**config.mk**
```make
export PLATFORM = sky130hd
export DESIGN_NAME = snum_sseg_driver
export DESIGN_NICKNAME = d
export VERILOG_FILES = /design/src/rtl/sseg_pkg.sv /design/src/rtl/bin2bcd_seq.sv /design/src/rtl/snum_sseg_driver.sv
export SDC_FILE = /design/constraint.sdc
export NUM_CORES = 1
export LEC_CHECK = 0
export BUFFER_PORTS_ARGS = -buffer_cell sky130_fd_sc_hd__buf_2
export CAP_MARGIN = 25
export CORE_MARGIN = 4
export CORE_UTILIZATION = 40
export DETAILED_ROUTE_END_ITERATION = 10
export PLACE_DENSITY = 0.54
export SLEW_MARGIN = 10
export SYNTH_ARGS = -nofsm -noshare
export SYNTH_HDL_FRONTEND = slang
export SYNTH_SLANG_ARGS = --single-unit
```
**constraint.sdc**
```tcl
create_clock -name clk -period 2.9 [get_ports clk]
set_input_delay 0.725 -clock clk [delete_from_list [all_inputs] [get_ports clk]]
set_output_delay 0.725 -clock clk [all_outputs]
set_load 0.03 [all_outputs]
```
**src/rtl/sseg_pkg.sv**
```systemverilog
// Shared constants for the seven-segment display drivers: active-low glyphs
// (bit order gfedcba) and the converter FSM state encodings.
package sseg_pkg;

   localparam logic [6:0] SEG_0     = 7'b1000000;
   localparam logic [6:0] SEG_1     = 7'b1111001;
   localparam logic [6:0] SEG_2     = 7'b0100100;
   localparam logic [6:0] SEG_3     = 7'b0110000;
   localparam logic [6:0] SEG_4     = 7'b0011001;
   localparam logic [6:0] SEG_5     = 7'b0010010;
   localparam logic [6:0] SEG_6     = 7'b0000010;
   localparam logic [6:0] SEG_7     = 7'b1111000;
   localparam logic [6:0] SEG_8     = 7'b0000000;
   localparam logic [6:0] SEG_9     = 7'b0010000;
   localparam logic [6:0] SEG_MINUS = 7'b0111111;
   localparam logic [6:0] SEG_BLANK = 7'b1111111;

   localparam logic [1:0] ST_IDLE    = 2'd0;
   localparam logic [1:0] ST_SHIFT   = 2'd1;
   localparam logic [1:0] ST_COMPOSE = 2'd2;

endpackage

```
**src/rtl/bin2bcd_seq.sv**
```systemverilog
// Sequential shift-add-3 binary to BCD engine; one bit per cycle, WIDTH cycles
// per conversion, with a sticky flag for digits lost off the top.
module bin2bcd_seq #(
   parameter int WIDTH  = 8,
   parameter int DIGITS = 4
) (
   input  logic                  clk,
   input  logic                  rst_n,
   input  logic                  start,
   input  logic [WIDTH-1:0]      mag_in,
   output logic                  last,
   output logic [4*DIGITS-1:0]   bcd,
   output logic                  ovf
);

   localparam int CW = (WIDTH > 1) ? $clog2(WIDTH) : 1;

   logic [WIDTH-1:0]    mag;
   logic [CW-1:0]       cnt;
   logic                busy;
   logic [4*DIGITS-1:0] bcd_adj;

   always_comb begin
      bcd_adj = bcd;
      for (int i = 0; i < DIGITS; i++) begin
         if (bcd[4*i +: 4] >= 4'd5) begin
            bcd_adj[4*i +: 4] = bcd[4*i +: 4] + 4'd3;
         end
      end
   end

   assign last = busy && (cnt == CW'(WIDTH - 1));

   // A 1 leaving the top nibble means the value needs more than DIGITS digits.
   always_ff @(posedge clk) begin
      if (!rst_n) begin
         mag  <= '0;
         bcd  <= '0;
         ovf  <= 1'b0;
         cnt  <= '0;
         busy <= 1'b0;
      end else if (start) begin
         mag  <= mag_in;
         bcd  <= '0;
         ovf  <= 1'b0;
         cnt  <= '0;
         busy <= 1'b1;
      end else if (busy) begin
         {bcd, mag} <= {bcd_adj[4*DIGITS-2:0], mag, 1'b0};
         ovf        <= ovf | bcd_adj[4*DIGITS-1];
         cnt        <= cnt + CW'(1);
         if (last) begin
            busy <= 1'b0;
         end
      end
   end

endmodule

```
**src/rtl/snum_sseg_driver.sv**
```systemverilog
// Multi-digit signed/unsigned seven-segment driver: load handshake, sequential
// BCD conversion, leading-zero blanking, floating minus and overflow display.
module snum_sseg_driver
   import sseg_pkg::*;
#(
   parameter int WIDTH  = 8,
   parameter int DIGITS = 4
) (
   input  logic                  clk,
   input  logic                  rst_n,
   input  logic [WIDTH-1:0]      value,
   input  logic                  is_signed,
   input  logic                  load,
   input  logic                  enable,
   output logic                  ready,
   output logic                  done,
   output logic                  overflow,
   output logic [7*DIGITS-1:0]   segs
);

   logic [1:0]          state;
   logic                neg;
   logic [7*DIGITS-1:0] seg_reg;
   logic                start;
   logic                neg_in;
   logic [WIDTH-1:0]    mag_in;
   logic                last;
   logic                eng_ovf;
   logic [4*DIGITS-1:0] bcd;
   logic [7*DIGITS-1:0] seg_next;
   logic                ovf_next;
   int                  sig;

   function automatic logic [6:0] glyph(input logic [3:0] d);
      case (d)
         4'd0:    return SEG_0;
         4'd1:    return SEG_1;
         4'd2:    return SEG_2;
         4'd3:    return SEG_3;
         4'd4:    return SEG_4;
         4'd5:    return SEG_5;
         4'd6:    return SEG_6;
         4'd7:    return SEG_7;
         4'd8:    return SEG_8;
         4'd9:    return SEG_9;
         default: return SEG_BLANK;
      endcase
   endfunction

   assign ready  = (state == ST_IDLE);
   assign start  = load & ready;
   assign neg_in = is_signed & value[WIDTH-1];
   // Negating the most negative input wraps to 2^(WIDTH-1), which is the correct magnitude.
   assign mag_in = neg_in ? (~value + WIDTH'(1)) : value;

   bin2bcd_seq #(
      .WIDTH  (WIDTH),
      .DIGITS (DIGITS)
   ) u_bcd (
      .clk    (clk),
      .rst_n  (rst_n),
      .start  (start),
      .mag_in (mag_in),
      .last   (last),
      .bcd    (bcd),
      .ovf    (eng_ovf)
   );

   // sig counts the significant digits; the minus sign floats just above them.
   always_comb begin
      sig = 1;
      for (int i = 0; i < DIGITS; i++) begin
         if (bcd[4*i +: 4] != 4'd0) begin
            sig = i + 1;
         end
      end
      ovf_next = eng_ovf | (neg && (sig == DIGITS));
      seg_next = '1;
      for (int i = 0; i < DIGITS; i++) begin
         if (ovf_next) begin
            seg_next[7*i +: 7] = SEG_MINUS;
         end else if (i < sig) begin
            seg_next[7*i +: 7] = glyph(bcd[4*i +: 4]);
         end else if ((i == sig) && neg) begin
            seg_next[7*i +: 7] = SEG_MINUS;
         end else begin
            seg_next[7*i +: 7] = SEG_BLANK;
         end
      end
   end

   always_ff @(posedge clk) begin
      if (!rst_n) begin
         state    <= ST_IDLE;
         neg      <= 1'b0;
         seg_reg  <= '1;
         overflow <= 1'b0;
         done     <= 1'b0;
      end else begin
         done <= 1'b0;
         case (state)
            ST_IDLE: begin
               if (start) begin
                  neg   <= neg_in;
                  state <= ST_SHIFT;
               end
            end
            ST_SHIFT: begin
               if (last) begin
                  state <= ST_COMPOSE;
               end
            end
            ST_COMPOSE: begin
               seg_reg  <= seg_next;
               overflow <= ovf_next;
               done     <= 1'b1;
               state    <= ST_IDLE;
            end
            default: state <= ST_IDLE;
         endcase
      end
   end

   assign segs = enable ? seg_reg : '1;

endmodule

```
==> results of run 1 <==
-- stage by stage --
step / setup WS (ns) / total power (W) / hold WS, ns
floorplan: 0.368 / 0.00153 / 0.417
global placement: 0.358 / 0.00159 / 0.421
detailed placement: 0.301 / 0.00160 / 0.428
CTS: 0.444 / 0.00279 / 0.444
global route: 0.183 / 0.00286 / 0.458
finish: 0.446 / 0.00275 / 0.442
-- placed cells by master (no fill, tap or decap), types with 3 or more instances in the layout --
master / instances
dfxtp_1: 89
nand2_1: 59
nand2b_1: 45
buf_2: 43
nor2_1: 33
ha_1: 31
inv_1: 26
o22ai_1: 24
a21oi_1: 21
nand3_1: 18
mux2i_1: 17
o21ai_0: 14
nor3_1: 12
buf_4: 12
a31oi_1: 9
clkbuf_16: 9
nor2b_1: 8
o21a_1: 8
and3_1: 7
a211o_1: 6
o311a_1: 6
o21ai_1: 6
a2bb2oi_1: 5
and2_1: 4
o211ai_1: 4
inv_2: 4
or3b_1: 3
a211oi_1: 3
a21o_1: 3
a21boi_0: 3
xnor2_1: 3
-- worst max-delay path by stage --
stage / startpoint / to / slack, ns / depth (start not counted)
5_1_grt: u_bcd.busy / flop / 0.18 / 7
4_1_cts: u_bcd.busy / flop / 0.44 / 7
3_3_place_gp: load / flop / 0.36 / 8
3_5_place_dp: load / flop / 0.30 / 8
2_1_floorplan: load / flop / 0.37 / 8
6_report: u_bcd.bcd[0] / flop / 0.45 / 7
-- where the power goes --
group | switching, W | internal [W] | leakage [nW] | total, W
logic | 0.000151 | 0.000113 | 1.32 | 0.000264
registers | 0.0000323 | 0.00127 | 0.732 | 0.00131
clock network | 0.000487 | 0.000692 | 0.143 | 0.00118
-- cells by family (layout without fill, tap and decap cells) --
group,count (synthesis),in the layout,synth area share
flip-flops,90,90,0.385
multiplexers,19,19,0.0419
XOR/XNOR,4,4,0.00748
adder cells (fa/ha/maj),31,31,0.0828
AND/OR/NAND/NOR,205,205,0.229
buffers and inverters,61,101,0.0585
AO/OA/AOI/OAI,130,130,0.195
-- cell type report --
type	instances	area share
clock buffers	12	0.0464
clock inverters	4	0.00967
inverters	30	0.0212
multi-input cells	389	0.492
flip-flops and latches	90	0.340
well taps	143	0.0337
repair buffers	55	0.0575
-- critical path, stage by stage, from the launching register on --
cell      delay, ns
dfxtp_1        0.41
inv_1          0.09
ha_1           0.25
nand2b_1       0.12
or3b_1         0.35
a311o_1        0.42
ha_1           0.34
o311a_1        0.36
-- layer usage --
metal	global-route usage	wire length [um]	vias up
met5	0	0	-
met4	0.0642	134	0
met3	0.0347	380	10
met2	0.259	4680	69
met1	0.205	5050	1756
li1	-	-	1963
==> reports/results.txt, run 1 <==
EDFF count, synth -> 0
Routed Antenna Nets -> 0
Mean Syn Cell Area -> 8.67 um^2
Hold WC Path Type -> reg2reg
IO Port Bufs -> 43
number of synthesized register bits -> 90
largest net degree at the start of global routing -> 42
antenna diode count -> 0
Site Rows -> 39
P_leak -> 2.20 nW
Placed Cells -> 707
critical path type -> reg2reg
Reg area -> 1800 um^2
Hold Buf Count CTS -> 0
htree depth -> 3
Seq/Total Area, Yosys -> 0.385
Worst EP required -> 3.13 ns
Post CTS Setup Buffer Count -> 0
reg2reg setup slack -> 0.45 ns
Top FF cell, synth -> dfxtp_1
drt total wl -> 10.2 mm
number of max-cap violations -> 0
total gr overflow -> 0
placed cell area -> 5010 um^2
share of layout cells above drive strength 1 -> 0.155
final hold violation count -> 0
worst-margin pin slew -> 0.617 ns
Worst-Skew Late Latency -> 0.34 ns
Mapped Cells -> 540
Avg WL per Cell -> 14.2 um
RSZ-0062 raised after global routing -> false
clk sinks -> 90
Layout Area Growth over Synthesis -> 13.3%
initial DRC count -> 233
ys async rst share -> 0
worst hold stages -> 2
fin. max-slew vios -> 0
Post-Syn Area -> 4680 um^2
cts repair resizes -> 0
area occupied by multi-input gates -> 2610 um^2
leading area contributor after synthesis -> dfxtp_1
Setup Skew -> 0.00840 ns
pwr/cell area -> 518 nW/um^2
synth top area cells -> dfxtp_1 38%, ha_1 8.3%, nand2b_1 6.0%, nand2_1 4.7%, mux2i_1 3.6%
r2r startpoint -> u_bcd.bcd[0]
Core Box Area -> 11400 um^2
die extent in y -> 116 um
Max-slew headroom -> 0.583
final non-filler cell area -> 5310 um^2
global-route wire length before repair -> 16.9 mm
outcome -> complete, no violations
Crit. End Element -> flop
Post-DP HPWL -> 7.35 mm
drt pass-1 iters -> 4
width of the chip -> 116 um
R2R depth -> 7
fin crit share -> 0.846
vias in the first global route -> 3551
I/O pins -> 44
Root Buffer -> clkbuf_16
TritonCTS clock tree -> yes
Total Routing Usage GR -> 0.159
Yosys top cell area share -> 0.385
most frequent cells after synthesis -> 90 x dfxtp_1, 59 x nand2_1, 45 x nand2b_1, 33 x nor2_1, 31 x ha_1
Clk pin slew, worst setup/hold paths -> 0.06 ns
GPL Wtd Cong -> 0.829
final setup fails -> 0
antenna violations before repair -> 0
cell with the most instances after synthesis -> dfxtp_1
Final Util -> 0.465
vias -> 3798
Crit Path Max Fanout -> 6
fmax -> 407 MHz
Clock Path Buffers -> 2
Layout Nets -> 619
Netlist cell types -> 59
CP Data Arrival Time -> 2.68 ns
Hold EP -> seg_reg[14]
Layout Cells excl Fill -> 723
Setup TNS Final -> 0 ns
Die ar. -> 13500 um^2
CTS buffer count -> 9
synthesized net count -> 584
DRC violation count after routing -> 0
Vias/cell -> 5.25
maximum vdd drop -> 0.293 mV
FILL cells -> 1139
Critical Path Start Type -> flop
initial core utilization -> 0.410
Yosys Warn Count -> 0
Final min period -> 2.45 ns
(Power assumes the default switching activity.)
==> run 2, diff against run 1 <==
Settings changed: ABC_AREA from default to 1, PLACE_DENSITY 0.54 to 0.56.
Clock period 2.9 ns to 2 ns, I/O delays scaled along.
==> run 2 against run 1 <==
Via count is 7.6% higher. Global-route usage rose by 0.60 points. First-iteration DRC count up 21%. Area after synthesis is 1.0% higher. Worst hold slack improved by 0.0054 ns. Sequential power is 46% higher. Largest power group is now clock. Clock skew decreased by 0.0033 ns. Critical path depth increased by 5.
==> reports/results.txt, run 2 <==
Top FF cell, synth -> dfxtp_1 (unchanged)
antenna diode count -> 0 (unchanged)
Seq/Total Area, Yosys -> 0.381 (was 0.385)
fmax -> 531 MHz (was 407 MHz)
Mapped Cells -> 656 (was 540)
Yosys Warn Count -> 0 (unchanged)
Critical Path Start Type -> flop (unchanged)
EDFF count, synth -> 0 (unchanged)
most frequent cells in the layout -> 211 x nand2_1, 91 x inv_1, 84 x dfxtp_1 (was 89 x dfxtp_1, 59 x nand2_1, 45 x nand2b_1)
number of max-cap violations -> 0 (unchanged)
Total Routing Usage GR -> 0.165 (was 0.159)
Avg WL per Cell -> 12.4 um (was 14.2 um)
synthesized net count -> 700 (was 584)
drt pass-1 iters -> 4 (unchanged)
leading area contributor after synthesis -> dfxtp_1 (unchanged)
Post-Syn Area -> 4730 um^2 (was 4680 um^2)
final setup fails -> 0 (unchanged)
drt total wl -> 10.6 mm (was 10.2 mm)
Setup Skew -> 0.00506 ns (was 0.00840 ns)
R2R depth -> 12 (was 7)
vias -> 4087 (was 3798)
fin crit share -> 0.942 (was 0.846)
worst-margin pin slew -> 0.372 ns (was 0.617 ns)
CTS buffer count -> 9 (unchanged)
commonest non-fill, non-tap cell in the layout -> nand2_1 (was dfxtp_1)
fin. max-slew vios -> 0 (unchanged)
Core Box Area -> 11500 um^2 (was 11400 um^2)
Worst-Skew Late Latency -> 0.34 ns (about the same)
antenna violations before repair -> 0 (unchanged)
width of the chip -> 117 um (was 116 um)
Routed Antenna Nets -> 0 (unchanged)
htree depth -> 3 (unchanged)
r2r startpoint -> u_bcd.bcd[1] (was u_bcd.bcd[0])
crit path from -> u_bcd.bcd[1] (was u_bcd.bcd[0])
Vias/cell -> 4.75 (was 5.25)
Layout Area Growth over Synthesis -> 18.6% (was 13.3%)
Hold WC Path Type -> reg2reg (unchanged)
global-route wire length before repair -> 17.9 mm (was 16.9 mm)
ys async rst share -> 0 (unchanged)
Clk pin slew, worst setup/hold paths -> 0.06 ns (about the same)
worst hold slack -> 0.447 ns (was 0.442 ns)
vias in the first global route -> 3814 (was 3551)
final hold violation count -> 0 (unchanged)
outcome -> complete, no violations (unchanged)
total gr overflow -> 0 (unchanged)
Root Buffer -> clkbuf_16 (unchanged)
pwr/cell area -> 785 nW/um^2 (was 518 nW/um^2)
share of layout cells above drive strength 1 -> 0.199 (was 0.155)
Yosys top cell area share -> 0.381 (was 0.385)
cell with the most instances after synthesis -> nand2_1 (was dfxtp_1)
reg2reg setup slack -> 0.12 ns (was 0.45 ns)
synth top area cells -> dfxtp_1 38%, nand2_1 17%, ha_1 8.2%, inv_1 7.7%, nand3_1 4.7% (was dfxtp_1 38%, ha_1 8.3%, nand2b_1 6.0%, nand2_1 4.7%, mux2i_1 3.6%)
TritonCTS clock tree -> yes (unchanged)
critical path type -> reg2reg (unchanged)
Die ar. -> 13600 um^2 (was 13500 um^2)
Layout Nets -> 756 (was 619)
Worst EP required -> 2.27 ns (was 3.13 ns)
Max-slew headroom -> 0.752 (was 0.583)
clk sinks -> 90 (unchanged)
IO Port Bufs -> 43 (unchanged)
Clock Path Buffers -> 2 (unchanged)
Final min period -> 1.88 ns (was 2.45 ns)
Site Rows -> 39 (unchanged)
Crit. End Element -> flop (unchanged)
Hold Buf Count CTS -> 0 (unchanged)
Netlist cell types -> 41 (was 59)
Reg area -> 1810 um^2 (was 1800 um^2)
die extent in y -> 117 um (was 116 um)
FILL cells -> 1146 (was 1139)
Power Total -> 0.00440 W (was 0.00275 W)
Post-DP HPWL -> 7.80 mm (was 7.35 mm)
RSZ-0062 raised after global routing -> true (was false)
P_leak -> 2.99 nW (was 2.20 nW)
I/O pins -> 44 (unchanged)
initial DRC count -> 281 (was 233)
Mean Syn Cell Area -> 7.21 um^2 (was 8.67 um^2)
Crit Path Max Fanout -> 4 (was 6)
maximum vdd drop -> 0.334 mV (was 0.293 mV)
number of synthesized register bits -> 90 (unchanged)
DRC violation count after routing -> 0 (unchanged)
CP Data Arrival Time -> 2.15 ns (was 2.68 ns)
most frequent cells after synthesis -> 220 x nand2_1, 97 x inv_1, 90 x dfxtp_1, 44 x nand3_1, 31 x ha_1 (was 90 x dfxtp_1, 59 x nand2_1, 45 x nand2b_1, 33 x nor2_1, 31 x ha_1)
area occupied by multi-input gates -> 2460 um^2 (was 2610 um^2)
GPL Wtd Cong -> 0.865 (was 0.829)
initial core utilization -> 0.411 (was 0.410)
largest net degree at the start of global routing -> 36 (was 42)
run 2: worst min path at each step:
stage / slack [ns] / startpoint / to / depth (start not counted)
6_report: 0.45 / flop / seg_reg[15] / 2
5_1_grt: 0.47 / flop / seg_reg[23] / 2
4_1_cts: 0.45 / flop / seg_reg[17] / 2
3_5_place_dp: 0.43 / flop / seg_reg[17] / 2
3_3_place_gp: 0.43 / flop / seg_reg[15] / 2
2_1_floorplan: 0.42 / flop / seg_reg[0] / 2
run 2: cell families after synthesis:
kind of cell | share of synthesized area
simple gates | 0.308
xor+xnor | 0.0111
fa+ha+maj | 0.0820
flops | 0.381
buf+inv | 0.115
compound gates | 0.104
run 2: routing by layer:
layer	vias to the layer above	wire (um)	global-route usage
li1	2194	-	-
met1	1814	5320	0.230
met2	68	4800	0.253
met3	11	405	0.0244
met4	0	122	0.0688
met5	-	0	0
run 2: metrics by stage:
step	cell area, um^2	instances	setup WS [ns]	util	TNS, ns
floorplan	4730	656	0.117	-	0
global route	5610	860	-0.0170	0.487	-0.0303
detailed placement	5140	840	0.0122	0.447	0
finish	5610	860	0.116	0.487	0
global placement	5140	840	0.0674	0.447	0
CTS	5500	857	0.00487	0.478	0
run 2: critical path, stage by stage, from the launching register on:
cell	delay [ns]
dfxtp_2	0.35
inv_2	0.06
ha_1	0.17
inv_1	0.05
nand2_1	0.05
nand2_2	0.09
nand2_2	0.07
nand2_1	0.08
nand2_2	0.09
a21oi_4	0.17
ha_1	0.25
or2_2	0.29
o21ai_1	0.10
run 2: area by class of cell:
| cell class | instances | area share |
|---|---|---|
| clock buffers | 12 | 0.0439 |
| clock inverters | 4 | 0.0176 |
| inverters | 106 | 0.0723 |
| multi-input cells | 441 | 0.439 |
| flip-flops and latches | 90 | 0.322 |
| well taps | 143 | 0.0319 |
| repair buffers | 64 | 0.0731 |
run 2: report_power, final:
group          internal, W  switching, W
Sequential         0.00187     0.0000406
Clock              0.00126      0.000678
Combinational     0.000188      0.000368
run 2: repair_timing:
item / CTS / global route
pin swaps: 1 / 3
buffers inserted: 1 / 3
setup endpoints to repair: 2 / 24
gates resized for setup: 2 / 28
